### src/rtl/muldiv_sequencer.sv
// muldiv_sequencer: multi-cycle HI/LO multiply unit.
//   MULT, MULTU, MADD and MSUB are computed by a 32-step shift-add sequencer
//   (IDLE -> MUL x WIDTH -> FIX). The result commits to {Hi,Lo} at the FIX
//   edge. MTHI and MTLO write Hi or Lo directly in a single cycle.
// Ports:
//   Clk      - clock, rising edge
//   Reset_n  - asynchronous active-low reset
//   Start    - issue Op this cycle (honoured only in IDLE and without Flush)
//   Op[2:0]  - 000 MULT, 001 MULTU, 010 MADD, 011 MSUB, 100 MTHI, 101 MTLO
//   A, B     - rs / rt operands
//   Flush    - abort an in-flight operation, or block a Start in IDLE
//   Busy     - multi-cycle operation in flight
//   Done     - one-cycle pulse after a multi-cycle result commits
//   Hi, Lo   - architectural HI / LO registers
module muldiv_sequencer #(
    parameter int WIDTH = 32
) (
    input  logic             Clk,
    input  logic             Reset_n,
    input  logic             Start,
    input  logic [2:0]       Op,
    input  logic [WIDTH-1:0] A,
    input  logic [WIDTH-1:0] B,
    input  logic             Flush,
    output logic             Busy,
    output logic             Done,
    output logic [WIDTH-1:0] Hi,
    output logic [WIDTH-1:0] Lo
);
    localparam int PW = 2 * WIDTH;
    localparam int CW = $clog2(WIDTH);

    typedef enum logic [1:0] {
        S_IDLE = 2'd0,
        S_MUL  = 2'd1,
        S_FIX  = 2'd2
    } state_t;

    state_t          r_state;
    state_t          w_state_next;
    logic [WIDTH-1:0] r_a;
    logic [WIDTH-1:0] r_b;
    logic [1:0]       r_op;
    logic             r_neg;
    logic [CW-1:0]    r_cnt;
    logic [PW-1:0]    r_prod;
    logic [WIDTH-1:0] r_hi;
    logic [WIDTH-1:0] r_lo;
    logic             r_done;

    logic             w_idle;
    logic             w_accept_mul;
    logic             w_accept_mt;
    logic             w_signed;
    logic [WIDTH-1:0] w_a_abs;
    logic [WIDTH-1:0] w_b_abs;
    logic             w_last;
    logic [PW-1:0]    w_step;
    logic [PW-1:0]    w_fixed;
    logic [PW-1:0]    w_hilo;
    logic [PW-1:0]    w_result;
    logic             w_commit;

    assign w_idle       = (r_state == S_IDLE);
    assign w_accept_mul = w_idle && Start && !Flush && !Op[2];
    assign w_accept_mt  = w_idle && Start && !Flush && (Op[2:1] == 2'b10);
    assign w_signed     = (Op[1:0] != 2'b01);

    // Signed ops run on magnitudes; the sign is restored in FIX. The most
    // negative value maps onto itself, which is its correct unsigned magnitude.
    assign w_a_abs = (w_signed && A[WIDTH-1]) ? -A : A;
    assign w_b_abs = (w_signed && B[WIDTH-1]) ? -B : B;

    assign w_last = (r_cnt == CW'(WIDTH - 1));
    // Step k adds A << k when bit k of the multiplier is set.
    assign w_step = r_prod + (r_b[r_cnt] ? ({{WIDTH{1'b0}}, r_a} << r_cnt) : '0);

    assign w_fixed  = r_neg ? -r_prod : r_prod;
    assign w_hilo   = {r_hi, r_lo};
    assign w_commit = (r_state == S_FIX) && !Flush;

    always_comb begin
        w_result = w_fixed;
        case (r_op)
            2'b10:   w_result = w_hilo + w_fixed;
            2'b11:   w_result = w_hilo - w_fixed;
            default: w_result = w_fixed;
        endcase
    end

    always_ff @(posedge Clk or negedge Reset_n) begin
        if (!Reset_n) begin
            r_state <= S_IDLE;
        end else begin
            r_state <= w_state_next;
        end
    end

    always_comb begin
        w_state_next = r_state;
        case (r_state)
            S_IDLE: if (w_accept_mul) w_state_next = S_MUL;
            S_MUL: begin
                if (Flush)       w_state_next = S_IDLE;
                else if (w_last) w_state_next = S_FIX;
            end
            S_FIX:   w_state_next = S_IDLE;
            default: w_state_next = S_IDLE;
        endcase
    end

    always_ff @(posedge Clk or negedge Reset_n) begin
        if (!Reset_n) begin
            r_a    <= '0;
            r_b    <= '0;
            r_op   <= '0;
            r_neg  <= 1'b0;
            r_cnt  <= '0;
            r_prod <= '0;
            r_hi   <= '0;
            r_lo   <= '0;
            r_done <= 1'b0;
        end else begin
            r_done <= w_commit;
            case (r_state)
                S_IDLE: begin
                    if (w_accept_mul) begin
                        r_a    <= w_a_abs;
                        r_b    <= w_b_abs;
                        r_op   <= Op[1:0];
                        r_neg  <= w_signed && (A[WIDTH-1] ^ B[WIDTH-1]);
                        r_cnt  <= '0;
                        r_prod <= '0;
                    end
                    if (w_accept_mt) begin
                        if (Op[0]) r_lo <= A;
                        else       r_hi <= A;
                    end
                end
                S_MUL: begin
                    if (!Flush) begin
                        r_prod <= w_step;
                        r_cnt  <= r_cnt + CW'(1);
                    end
                end
                S_FIX: begin
                    if (w_commit) begin
                        {r_hi, r_lo} <= w_result;
                    end
                end
                default: ;
            endcase
        end
    end

    assign Busy = !w_idle;
    assign Done = r_done;
    assign Hi   = r_hi;
    assign Lo   = r_lo;
endmodule

### config.mk
export PLATFORM = sky130hd
export DESIGN_NAME = muldiv_sequencer
export DESIGN_NICKNAME = d
export VERILOG_FILES = /design/src/rtl/muldiv_sequencer.sv
export SDC_FILE = /design/constraint.sdc
export NUM_CORES = 1
export LEC_CHECK = 0
export BUFFER_PORTS_ARGS = -buffer_cell sky130_fd_sc_hd__buf_2
export CAP_MARGIN = 30
export CORE_MARGIN = 1.5
export CORE_UTILIZATION = 53
export DETAILED_ROUTE_END_ITERATION = 8
export PLACE_DENSITY_LB_ADDON = 0.12
export SYNTH_ARGS = -nofsm -noshare
export SYNTH_HDL_FRONTEND = slang
export SYNTH_SLANG_ARGS = --single-unit
export TNS_END_PERCENT = 100
### constraint.sdc
create_clock -name Clk -period 12.4 [get_ports Clk]
set_clock_uncertainty 0.05 [all_clocks]
set_input_delay 2.48 -clock Clk [delete_from_list [all_inputs] [get_ports Clk]]
set_output_delay 2.48 -clock Clk [all_outputs]
set_load 0.02 [all_outputs]
==> results by group, run 1 <==
Timing
  • RSZ-0062 raised after global routing: no
  • Worst-margin pin slew: 1.048 ns
  • Slew headroom: 29.47%
  • Slew Viols, Final: 0
  • Final setup violation count: 0
  • Setup TNS Final: 0 ns
  • Minimum clock period: 7.269 ns
  • FMAX: 0.1376 GHz
  • Final period utilization: 58.62%
  • Final number of hold-violating endpoints: 0
  • Worst setup margin: 5.131 ns

Clock tree
  • CTS resizes: 0
  • Worst-path clk slew: 0.06 ns
  • Later-pin clock latency in the skew report: 0.61 ns
  • Number of setup buffers added after CTS: 0
  • Clk root buf: clkbuf_16
  • Num CTS Buffers: 28
  • Count of clock tree sinks: 203
  • H-tree depth: 1
  • CTS tree: done
  • Hold-fix buffers at CTS: 0
  • Max Buffers Root-to-Sink: 3

Floorplan
  • Die ar.: 43830 sq um
  • Row cnt: 75
  • I/O pin total: 137
  • Die Span X: 209.4 um
  • Die height: 209.4 um
  • Core region area: 41950 sq um
  • Initial Utilization: 53.80%

Cells and area
  • Register area: 5089 sq um
  • Filler cells: 4006
  • Area Growth Syn to Fin: 8.222%
  • Antenna diodes: 0
  • Multi-input logic area: 16590 sq um
  • Layout cell share with drive strength beyond 1: 10.32%
  • Final nets: 3186

Placed design
  • GP Congestion: 1.033
  • Post-Place Worst Slack: 5.194 ns
  • Port Buffer Count: 136
  • DP HPWL: 64920 um

Critical path
  • Critical Path RT: 12.84 ns
  • R2R setup slack: 5.13 ns
  • Kind of end point of the critical path: register
  • Critical Path Source Type: register
  • End of the worst register-to-register path: Hi[27]
  • CP Data Arrival Time: 7.71 ns
  • Crit Path Class: reg -> reg
  • Max FO, Critical Path: 12
  • R2R cell count: 23
  • Reg2reg start: r_prod[6]

Route
  • Mean number of vias per cell: 6.608
  • Post-route DRC: 0
  • Avg WL per Cell: 23.50 um
  • Drt pass-1 iters: 6
  • Routed Antenna Nets: 0
  • Via count: 23.40k
  • DRT Wirelength: 83250 um
  • Initial DRC count: 2310

Power and ir drop
  • PD cells: 333.0 nW/um^2
  • Tot Pwr: 8.134 mW
  • Leak: 10.89 nW
  • Maximum VDD drop: 0.0001764 V

Logic synthesis
  • Sequential area share after synthesis: 22.51%
  • Yosys top cell by area: dfrtp_1
  • Synth warn: 0
  • EDFF count, synth: 0
  • Yosys reg bits: 203
  • Top cell type's share of synthesized area: 22.51%
  • Synth unique cells: 86
  • Synth Net Count: 3183
  • Dominant synthesized flop cell: dfrtp_1
  • Async S/R FF share, synth: 100.0%
  • Post-synthesis cell count: 2978
  • Syn Area/Cell: 7.578 sq um
  • Cell Area, Synth: 22570 sq um
  • Synth area leaders: dfrtp_1 23%, ha_1 7.3%, xor2_1 6.4%, nand2_1 6.2%, o21ai_0 5.9%

GRT
  • Initial antenna violation count: 0
  • Total gr overflow: 0
  • Total GRT Usage: 37.51%
  • Pin count of the biggest net entering global routing: 119
  • Vias in the first global route: 22.00k
  • First-pass GRT wire length: 129500 um

Worst hold path
  • Worst Hold Class: reg -> reg
  • Hold path start: r_b[31]
  • Hold Path End: r_b[31]
  • Worst hold path depth: 2

Run
  • Max-cap violations: 0

Outcome
  • Status: finished clean
[logic make-up (layout without fill, tap and decap cells)]
kind of cell	after synthesis	after routing	synth area share [%]
AOI/OAI and AO/OA	945	945	26.33
xor gates and xnor gates	297	297	11.53
adders and majority gates	134	134	7.496
buffers and inverters	250	275	4.214
DFF	203	203	22.51
muxes	85	85	5.500
and+or+nand+nor	1064	1064	22.42
[layout make-up]
type / count / area share [%]
clock buffer: 33 / 3.028
clock inverter: 19 / 0.8402
inverter: 64 / 0.9836
multi-input combinational: 2525 / 67.94
sequential: 203 / 20.84
tap: 539 / 2.761
timing repair buffer: 159 / 3.612
[synth_stat cells, drive strengths merged, types with 14 or more instances]
library cell and number:
a211oi 65, a21o 93, a21oi 230, a31oi 48, and2 21, and3 32, buf 24, clkbuf 162
dfrtp 203, ha 132, inv 64, mux2 19, mux2i 37, mux4 29, nand2 371, nand2b 23
nand3 68, nand4 44, nor2 304, nor2b 29, nor3 52, nor4 24, o21a 14, o21ai 273
o21bai 27, o31ai 66, o41ai 24, or3 22, or4 20, xnor2 132, xor2 165
[state kept, by name (all words and copies together) (netlist names)]
register,count
Done,1
r_cnt,5
r_prod,64
r_b,32
r_neg,1
r_state,2
Hi,32
r_op,2
r_a,32
Lo,32
[critical path, cell delays in order, from the launching register on]
cell and delay [ns]:
dfrtp_1 0.47, nor2_1 0.52, nand3_1 0.48, or3_1 0.67
nand2_1 0.16, xor2_1 0.35, nand4b_1 0.20, and2b_1 0.38
nand3_2 0.19, nor2_1 0.30, a31oi_1 0.14, xor2_1 0.22
ha_1 0.50, and3_1 0.34, nand4_1 0.23, nor4_1 0.39
nand4_1 0.13, a311oi_1 0.22, nor3_1 0.16, o31a_1 0.36
a31oi_1 0.21, xor2_1 0.16, a21oi_1 0.08, a211oi_1 0.24
[metal layers]
layer	global-route usage [%]	wire, um	up-vias	share of wire (%)
li1	-	-	10869	-
met1	52.21	35890	11259	43
met2	58.63	36640	1112	44
met3	5.581	7346	164	8.8
met4	14.64	3377	0	4.1
met5	0	0	-	0
[metrics by stage]
stage | cells | utilization, % | hold WS (ns) | cell area [sq um]
after detailed placement | 3489 | 55.91 | 0.4105 | 23450
after global routing | 3542 | 58.23 | 0.4603 | 24420
after CTS | 3541 | 58.16 | 0.4244 | 24400
after floorplan | 2978 | - | 0.3835 | 22570
after global placement | 3489 | 55.91 | 0.4019 | 23450
final | 3542 | 58.23 | 0.4274 | 24420
[placed cells by master (no fill, tap or decap), types with 27 or more instances in the layout]
cell type | netlist | final
xnor2_1 | 132 | 132
a31oi_1 | 48 | 48
clkbuf_16 | 0 | 28
xor2_1 | 165 | 165
nand2_1 | 370 | 370
a211oi_1 | 64 | 64
mux4_2 | 29 | 29
nand4_1 | 44 | 44
mux2i_1 | 36 | 36
inv_1 | 63 | 63
a21o_1 | 93 | 93
a21oi_1 | 230 | 230
o31ai_1 | 66 | 66
buf_2 | 10 | 135
nor2_1 | 300 | 298
o21ai_0 | 267 | 267
o21bai_1 | 27 | 27
and3_1 | 31 | 31
dfrtp_1 | 203 | 198
nand3_1 | 65 | 63
ha_1 | 132 | 132
nor2b_1 | 29 | 29
nor3_1 | 51 | 51
[power by group]
group | internal (mW) | switching [mW]
Combinational | 2.24 | 3.83
Sequential | 0.884 | 0.344
Clock | 0.476 | 0.362
[worst max path at each step]
stage                    from      to  slack (ns)  cells after the start
floorplan           r_prod[2]  Hi[27]        6.21                     26
global placement    r_prod[2]  Hi[27]        5.47                     23
detailed placement  r_prod[0]  Hi[25]        5.19                     25
CTS                 r_prod[1]  Hi[27]        5.20                     25
global route        r_prod[0]  Hi[25]        4.51                     25
finish              r_prod[6]  Hi[27]        5.13                     23
(Power assumes the default switching activity.)
==> run 2, diff against run 1 <==
- clock period: 12.4 -> 7.2 ns (I/O delays scaled with it)
==> run 2 against run 1 <==
  * Count of clock-buffer cells in the layout increased by 5
  * Critical path type unchanged
  * Die area unchanged
  * Highest routed layer unchanged
  * Fmax increased by 7.7%
  * Worst hold slack improved by 0.0034 ns
  * Clock power increased by 72%
  * Total power increased by 75%
  * Critical path depth unchanged
  * Core utilization increased by 0.45 points
  * Design area increased by 0.77%
==> results by group, run 2 (same netlist as run 1, synthesis figures left out) <==
Route
  • Via count: 23.29k
  • Post-route DRC: 0
  • Drt pass-1 iters: 6
  • Initial DRC count: 2426
  • Mean number of vias per cell: 6.537
  • Routed Antenna Nets: 0
  • DRT Wirelength: 83440 um
  • Avg WL per Cell: 23.42 um

Clock tree
  • Num CTS Buffers: 27
  • Max Buffers Root-to-Sink: 3
  • Hold-fix buffers at CTS: 0
  • Count of clock tree sinks: 203
  • CTS resizes: 0
  • Number of setup buffers added after CTS: 0
  • H-tree depth: 1
  • CTS tree: done
  • Worst-path clk slew: 0.06 ns
  • Clk root buf: clkbuf_16
  • Later-pin clock latency in the skew report: 0.58 ns

GRT
  • Total GRT Usage: 37.60%
  • First-pass GRT wire length: 128500 um
  • Vias in the first global route: 21.61k
  • Pin count of the biggest net entering global routing: 124
  • Initial antenna violation count: 3
  • Total gr overflow: 0

Critical path
  • Crit Path Class: reg -> reg
  • Kind of end point of the critical path: register
  • Critical Path Source Type: register
  • Slowest CP cell: or4_1
  • WP buf/inv: 0
  • Crit path largest cell delay: 0.66 ns
  • Max FO, Critical Path: 7
  • Crit path cell chain: or4_1 > or4_1 > a21o_1 > mux2i_2 > nand4b_1 > nor4b_4 > and2b_2 > nand3_2 > nor2_4 > a31oi_1 > xor2_1 > ha_1 > and3_1 > nand4_1 > nor4_2 > nand4_1 > a311oi_1 > nor3_1 > o31a_1 > a31oi_1 > xor2_1 > a21oi_1 > a211oi_1
  • Critical Path RT: 7.64 ns
  • Top delay family on crit path: simple AND/OR/NAND/NOR gates
  • CP Data Arrival Time: 7.19 ns

Timing
  • RSZ-0062 raised after global routing: no
  • Slew Viols, Final: 0
  • Worst-margin pin slew: 0.9898 ns
  • Final period utilization: 93.76%
  • FMAX: 0.1481 GHz
  • Setup TNS Final: 0 ns
  • Final setup violation count: 0
  • Final number of hold-violating endpoints: 0
  • Worst setup margin: 0.4495 ns
  • Minimum clock period: 6.750 ns
  • Slew headroom: 33.61%

Power and ir drop
  • PD cells: 579.2 nW/um^2
  • Leak: 11.00 nW
  • Maximum VDD drop: 0.0002722 V

Floorplan
  • Core region area: 41950 sq um
  • Initial Utilization: 53.80%
  • I/O pin total: 137
  • Die Span X: 209.4 um
  • Row cnt: 75
  • Die ar.: 43830 sq um
  • Die height: 209.4 um

Placed design
  • Post-Place Worst Slack: 0.3055 ns
  • DP HPWL: 65430 um
  • Placed cell count: 3511
  • GP Congestion: 1.030
  • Port Buffer Count: 136

Worst hold path
  • Worst Hold Class: reg -> reg

Cells and area
  • Area Growth Syn to Fin: 9.059%
  • Final nets: 3207
  • Most frequent cells in the layout: 370 x nand2_1, 297 x nor2_1, 267 x o21ai_0
  • Non-Filler Instances: 3563
  • Commonest non-fill, non-tap cell in the layout: nand2_1
  • Largest reg by FF count: r_prod
  • Layout cell share with drive strength beyond 1: 10.99%
  • Max FFs per register: 64
  • Util after Layout: 58.68%

Run
  • Max-cap violations: 0

Outcome
  • Status: finished clean
-- run 2: final cells by class --
cell class / count / area (sq um)
clock buffer: 38 / 787.0
inverter: 64 / 240.2
sequential: 203 / 5089
multi-input combinational: 2525 / 16630
tap: 539 / 674.4
clock inverter: 11 / 138.9
timing repair buffer: 181 / 1047
antenna: 2 / 5.005
fill: 3989 / 17330
-- run 2: final timing paths --
path	from	end	slack, ns	depth (start not counted)
max	r_prod[5]	Hi[27]	0.45	23
min	r_b[10]	r_b[10]	0.43	2
max reg2reg	r_prod[5]	Hi[27]	0.45	23
min reg2reg	r_b[10]	r_b[10]	0.43	2
max in group asynchronous	Reset_n	r_op[1]	4.98	2
min in group asynchronous	Reset_n	r_b[0]	0.84	1
-- run 2: power by group --
group	switching [mW]	internal (mW)	leakage (nW)	total (mW)
sequential	0.631	1.52	2.62	2.15
clock	0.578	0.865	0.460	1.44
combinational	6.71	3.95	7.92	10.7
total	7.92	6.34	11.0	14.3
-- run 2: metal layers --
| metal | share of wire, % | track usage (%) | wire, um | up-vias |
|---|---|---|---|---|
| met1 | 43 | 53.53 | 36280 | 11068 |
| met2 | 43 | 57.44 | 35680 | 1153 |
| met3 | 9.1 | 4.788 | 7591 | 191 |
| met5 | 0 | 0 | 0 | - |
| met4 | 4.7 | 15.97 | 3885 | 0 |
| li1 | - | - | - | 10880 |
-- run 2: through the flow --
stage                     hold WS [ns]  power (mW)  cell area [sq um]
final                           0.4308       14.25              24610
after global routing            0.4573       15.26              24610
after CTS                       0.4327       13.94              24550
after detailed placement        0.4101       12.44              23630
after global placement          0.3988       12.38              23630
after floorplan                 0.3835       9.664              22570
-- run 2: tightest hold or removal path, cell delays in order (launching register included) --
cell and delay (ns):
dfrtp_1 0.34, nand2_1 0.04, o21ai_0 0.06
